<file path="src/rtl/i2s_tx_encoder.sv">
// I2S / left-justified / right-justified serial transmitter with BCLK/LRCLK from MCLK.
// Optional: define I2S_TX_UNDERRUN_CNT_EN to add the o_underrun_cnt counter port.
module i2s_tx_encoder #(
    parameter int DATA_W   = 16,
    parameter int SLOT_W   = 32,
    parameter int MCLK_DIV = 4,
    parameter int FORMAT   = 0
) (
    input  logic              i_clk,
    input  logic              i_rst,
    input  logic              i_enable,
    input  logic              i_valid,
    output logic              o_ready,
    input  logic [DATA_W-1:0] i_data_l,
    input  logic [DATA_W-1:0] i_data_r,
    input  logic              i_clr_underrun,
    output logic              o_bclk,
    output logic              o_lrclk,
    output logic              o_sdata,
    output logic              o_frame,
    output logic              o_underrun
`ifdef I2S_TX_UNDERRUN_CNT_EN
    ,
    output logic [15:0]       o_underrun_cnt
`endif
);

    localparam int FRAME = 2 * SLOT_W;
    localparam int BW    = (FRAME > 2) ? $clog2(FRAME) : 1;
    localparam int DW    = (MCLK_DIV > 2) ? $clog2(MCLK_DIV) : 1;
    localparam int OFS   = (FORMAT == 0) ? 1 :
                           (FORMAT == 1) ? 0 : SLOT_W - DATA_W;

    localparam logic [DW-1:0] DIV_LAST = DW'(MCLK_DIV - 1);
    localparam logic [DW-1:0] DIV_MID  = DW'(MCLK_DIV / 2 - 1);
    localparam logic [BW-1:0] B_LAST   = BW'(FRAME - 1);
    localparam logic [BW-1:0] B_LOAD   = BW'(OFS);
    localparam logic [BW-1:0] SLOT_B   = BW'(SLOT_W);
    localparam logic [BW:0]   FRAME_C  = (BW+1)'(FRAME);
    localparam logic [BW:0]   SHIFT_C  = (BW+1)'(FRAME - OFS);
    localparam logic [BW:0]   SLOT_C   = (BW+1)'(SLOT_W);

    if (DATA_W < 1 || DATA_W > SLOT_W) begin : g_bad_width
        $error("i2s_tx_encoder: DATA_W must be 1..SLOT_W");
    end
    if (MCLK_DIV < 2 || (MCLK_DIV % 2) != 0) begin : g_bad_div
        $error("i2s_tx_encoder: MCLK_DIV must be even and >= 2");
    end
    if (FORMAT < 0 || FORMAT > 2) begin : g_bad_fmt
        $error("i2s_tx_encoder: FORMAT must be 0, 1 or 2");
    end

    logic [DW-1:0]     div;
    logic [BW-1:0]     b;
    logic              hold_full;
    logic [DATA_W-1:0] hold_l;
    logic [DATA_W-1:0] hold_r;
    logic [DATA_W-1:0] sh_l;
    logic [DATA_W-1:0] sh_r;

    logic              tick;
    logic [BW-1:0]     b_nxt;
    logic              load;
    logic              accept;
    logic [DATA_W-1:0] sh_l_n;
    logic [DATA_W-1:0] sh_r_n;
    logic              hold_full_n;
    logic              under_ev;
    logic [BW:0]       pos_sum;
    logic [BW:0]       pos;
    logic              ch;
    logic [BW:0]       k;
    logic [DATA_W-1:0] word;
    logic              bit_n;

    assign tick   = (div == DIV_LAST);
    assign b_nxt  = (b == B_LAST) ? '0 : b + 1'b1;
    assign load   = i_enable & tick & (b_nxt == B_LOAD);
    assign accept = i_valid & o_ready;

    // Frame load: take the held pair, a same-cycle pair, or zeros on underrun
    always_comb begin
        sh_l_n      = sh_l;
        sh_r_n      = sh_r;
        hold_full_n = hold_full;
        under_ev    = 1'b0;
        if (load) begin
            if (hold_full) begin
                sh_l_n      = hold_l;
                sh_r_n      = hold_r;
                hold_full_n = 1'b0;
            end else if (accept) begin
                sh_l_n = i_data_l;
                sh_r_n = i_data_r;
            end else begin
                sh_l_n   = '0;
                sh_r_n   = '0;
                under_ev = 1'b1;
            end
        end else if (accept) begin
            hold_full_n = 1'b1;
        end
    end

    // Map the upcoming bit slot to a channel and sample bit, MSB first
    always_comb begin
        pos_sum = {1'b0, b_nxt} + SHIFT_C;
        pos     = (pos_sum >= FRAME_C) ? pos_sum - FRAME_C : pos_sum;
        ch      = (pos >= SLOT_C);
        k       = ch ? pos - SLOT_C : pos;
        word    = ch ? sh_r_n : sh_l_n;
        bit_n   = 1'b0;
        for (int i = 0; i < DATA_W; i++) begin
            if (k == (BW+1)'(i)) bit_n = word[DATA_W-1-i];
        end
    end

    // Divider, bit counter, buffer, shadow and all registered outputs
    always_ff @(posedge i_clk) begin
        if (i_rst) begin
            div        <= '0;
            b          <= '0;
            hold_full  <= 1'b0;
            hold_l     <= '0;
            hold_r     <= '0;
            sh_l       <= '0;
            sh_r       <= '0;
            o_ready    <= 1'b0;
            o_bclk     <= 1'b0;
            o_lrclk    <= 1'b0;
            o_sdata    <= 1'b0;
            o_frame    <= 1'b0;
            o_underrun <= 1'b0;
`ifdef I2S_TX_UNDERRUN_CNT_EN
            o_underrun_cnt <= '0;
`endif
        end else begin
            hold_full <= hold_full_n;
            o_ready   <= ~hold_full_n;
            o_frame   <= load;
            if (accept && !load) begin
                hold_l <= i_data_l;
                hold_r <= i_data_r;
            end
            if (under_ev) begin
                o_underrun <= 1'b1;
            end else if (i_clr_underrun) begin
                o_underrun <= 1'b0;
            end
`ifdef I2S_TX_UNDERRUN_CNT_EN
            if (under_ev) begin
                if (i_clr_underrun) begin
                    o_underrun_cnt <= 16'd1;
                end else if (o_underrun_cnt != 16'hFFFF) begin
                    o_underrun_cnt <= o_underrun_cnt + 16'd1;
                end
            end else if (i_clr_underrun) begin
                o_underrun_cnt <= '0;
            end
`endif
            if (!i_enable) begin
                div     <= '0;
                b       <= '0;
                sh_l    <= '0;
                sh_r    <= '0;
                o_bclk  <= 1'b0;
                o_lrclk <= 1'b0;
                o_sdata <= 1'b0;
            end else begin
                div  <= tick ? '0 : div + 1'b1;
                sh_l <= sh_l_n;
                sh_r <= sh_r_n;
                if (tick) begin
                    b       <= b_nxt;
                    o_bclk  <= 1'b0;
                    o_lrclk <= (b_nxt >= SLOT_B);
                    o_sdata <= bit_n;
                end else if (div == DIV_MID) begin
                    o_bclk <= 1'b1;
                end
            end
        end
    end

endmodule

</file>
<file path="config.mk">
export PLATFORM = sky130hd
export DESIGN_NAME = i2s_tx_encoder
export DESIGN_NICKNAME = d
export VERILOG_FILES = /design/src/rtl/i2s_tx_encoder.sv
export SDC_FILE = /design/constraint.sdc
export NUM_CORES = 1
export LEC_CHECK = 0
export BUFFER_PORTS_ARGS = -buffer_cell sky130_fd_sc_hd__buf_2
export CAP_MARGIN = 20
export CELL_PAD_IN_SITES_DETAIL_PLACEMENT = 1
export CELL_PAD_IN_SITES_GLOBAL_PLACEMENT = 2
export CORE_UTILIZATION = 36
export CTS_BUF_LIST = sky130_fd_sc_hd__clkbuf_2
export CTS_CLUSTER_SIZE = 30
export DETAILED_ROUTE_END_ITERATION = 12
export PLACE_DENSITY_LB_ADDON = 0.1
export SYNTH_ARGS = -nofsm -noshare
export SYNTH_HDL_FRONTEND = slang
export SYNTH_SLANG_ARGS = --single-unit
export TNS_END_PERCENT = 10
</file>
<file path="constraint.sdc">
create_clock -name i_clk -period 3.6 [get_ports i_clk]
set_input_delay 0.18 -clock i_clk [delete_from_list [all_inputs] [get_ports i_clk]]
set_output_delay 0.18 -clock i_clk [all_outputs]
set_load 0.01 [all_outputs]
</file>
==> results.sh <==
export IMPL_netlist_area_leader_share=0.3714
export IMPL_hold_class="primary input to register"
export IMPL_maxSlewHeadroom=0.4415
export IMPL_ant_nets=0
export IMPL_syn_to_final_growth_pct=20.78
export IMPL_synthCells=564
export IMPL_synth_area_mux_share=0.09198
export IMPL_clock_skew_ps=34.34
export IMPL_drv_slew=0
export IMPL_synth_nets=609
export IMPL_clk_latency_ps=580
export IMPL_worstSetupPathType="register to register"
export IMPL_crit_reg2reg_launch="b[0]"
export IMPL_synth_edf_count=0
export IMPL_grt_pass1_vias=4203
export IMPL_crit_required_ps=4060
export IMPL_nFillCells=1417
export IMPL_synth_fa_ha_area_frac=0.02351
export IMPL_initial_core_util=0.3713
export IMPL_cp_max_fo=8
export IMPL_grt_first_pass_wirelength_mm=20.96
export IMPL_utilization=0.4484
export IMPL_clk_path_buf_depth=2
export IMPL_io_pins=43
export IMPL_startpoint="b[0]"
export IMPL_die_y_um=110.8
export IMPL_nets=685
export IMPL_groute_usage_overall=0.2142
export IMPL_fin_crit_sh=0.9596
export IMPL_synthFlopType="dfxtp_1"
export IMPL_max_freq_mhz=289.5
export IMPL_insertedDiodeCount=0
export IMPL_synth_most_common_cell="nand2_1"
export IMPL_seq_area_frac_synth=0.3714
export IMPL_drc=0
export IMPL_gr_total_overflow=0
export IMPL_drv_cap=0
export IMPL_whs_ps=113.1
export IMPL_grt_max_degree=45
export IMPL_synth_top_family_by_area="simple AND/OR/NAND/NOR gates"
export IMPL_min_from="i_enable"
export IMPL_ys_async_sr_fraction=0
export IMPL_cp_end_kind="register"
export IMPL_synthTopCellsByCount="142 x nand2_1, 79 x dfxtp_1, 51 x nor2_1, 47 x a21oi_1, 41 x o21ai_0"
export IMPL_finalHoldViolations=0
export IMPL_drt_initial_drc_count=182
export IMPL_yosys_area_share_simple=0.2574
export IMPL_cts_tree="yes"
export IMPL_avgSynthCellArea_um2=7.549
export IMPL_synth_seq_cells=79
export IMPL_hpwl_mm=8.904
export IMPL_antenna_found_initial=0
export IMPL_rows=39
export IMPL_clock_sinks=79
export IMPL_pwr_density_cell_nw_per_um2=292.2
export IMPL_worst_pin_slew_ps=829.0
export IMPL_status="complete, no violations"
export IMPL_port_buffers=42
export IMPL_place_gp_congestion=0.9037
export IMPL_vias=4139
export IMPL_drive_gt1_frac=0.1698
export IMPL_htreeDepth=3
export IMPL_synth_area_leaders="dfxtp_1 37%, nand2_1 13%, mux2i_1 6.8%, a21oi_1 5.5%, o21ai_0 4.8%"
export IMPL_clock_root_buffer="clkbuf_2"
export IMPL_worst_setup_hold_path_clk_slew_ps=200
export IMPL_firstDrtPassIters=5
export IMPL_crit_path_start_kind="register"
export IMPL_routedWlPerCell_um=16.28
export IMPL_synth_xor_area_share=0.01440
export IMPL_vias_per_cell=5.273
export IMPL_setup_viol=0
export IMPL_p_leak_uw=0.001869
export IMPL_min_period_ps=3455
export IMPL_totalWireLength_mm=12.78
export IMPL_synth_cell_types=59
export IMPL_coreArea_um2=11470
export IMPL_synth_cell_area_um2=4258
export IMPL_ir_drop_uv=137.9
export IMPL_die_area_um2=12270
export IMPL_synth_compound_area_share=0.1857
export IMPL_yosysTopAreaCell="dfxtp_1"
export IMPL_yosys_warnings=0
export IMPL_dieWidth_um=110.8
export IMPL_cts_buffers=9
export IMPL_tns_ps=0
export IMPL_cp_arrival_ps=3920
## timing repair
| action | CTS | global route |
|---|---|---|
| setup buffers | 0 | 3 |
| resized for setup | 1 | 8 |
| hold endpoints to repair | 34 | 0 |
| gates cloned | 0 | 1 |
| hold buffers | 36 | 0 |
| setup endpoints to repair | 1 | 1 |
| pin swaps | 0 | 1 |
## through the flow
| step | std cells | setup slack [ps] | area [um2] | power, uW |
|---|---|---|---|---|
| floorplan | 564 | 426.5 | 4258 | 1026 |
| global placement | 732 | 234.0 | 4642 | 1088 |
| detailed placement | 732 | 7.656 | 4642 | 1093 |
| CTS | 781 | 17.65 | 5075 | 1529 |
| global route | 785 | -4.362 | 5142 | 1587 |
| finish | 785 | 145.3 | 5142 | 1503 |
## worst paths after layout
kind / to / slack [ps] / depth (start not counted)
hold reg to reg: hold_l[4] / 470 / 2
setup reg to reg: o_sdata / 150 / 12
setup / recovery: o_sdata / 150 / 12
hold / removal: sh_l[12] / 110 / 3
## cells by family after synthesis
kind of cell / Yosys count
simple gates: 254
compound gates: 128
flops: 79
buf+inv: 49
mux: 38
fa+ha+maj: 8
xor+xnor: 7
other cells: 1
## cell type report
type                       count  area, um2  area share
clock inverter                 2      11.26    0.002190
inverter                       8      30.03    0.005839
clock buffer                  11      55.05     0.01071
sequential                    79       1585      0.3083
timing repair buffer         105      785.8      0.1528
tap                          143      178.9     0.03479
multi-input combinational    437       2496      0.4854
## worst max-delay path: stages, from the launching register on
cell and delay (ps):
dfxtp_2 430, inv_1 80, ha_1 380, nor2b_1 210, a32o_2 320, o21a_1 300
ha_4 250, o221ai_1 180, mux2i_1 180, a32o_1 290, o32ai_2 270, a311oi_1 140
a311o_1 330
## layer usage
metal	up-vias	wire length, um	GRT usage
li1	2082	-	-
met1	1963	6199	0.2755
met2	74	5977	0.3561
met3	20	376	0.05085
met4	0	226	0.06133
met5	-	0	0
## cells in the final DEF (no fill, tap or decap), types with 4 or more instances in the layout
cell type	count
nor2_1	50
ha_1	6
nand3_1	9
a21oi_1	47
o21ai_0	41
mux2_2	9
dlygate4sd3_1	36
xor2_1	4
clkbuf_2	11
inv_1	8
a31oi_1	5
nor2b_1	5
nor3_1	19
buf_2	42
nand2_1	141
dfxtp_1	76
buf_4	26
mux2i_1	29
and2_1	6
## state kept, by name, summed over array words and instances (netlist names)
signal / cells
sh_r: 16
hold_r: 16
div: 2
o_lrclk: 1
hold_l: 16
o_underrun: 1
sh_l: 16
o_ready: 1
o_frame: 1
o_sdata: 1
b: 6
hold_full: 1
o_bclk: 1
## power by group
| group | switching (uW) | internal (uW) | leakage (uW) |
|---|---|---|---|
| Combinational | 106 | 86.4 | 0.00118 |
| Clock | 309 | 83.2 | 0.0000474 |
| Sequential | 20.1 | 897 | 0.000641 |
No activity file was read; power rests on OpenSTA's default activity.
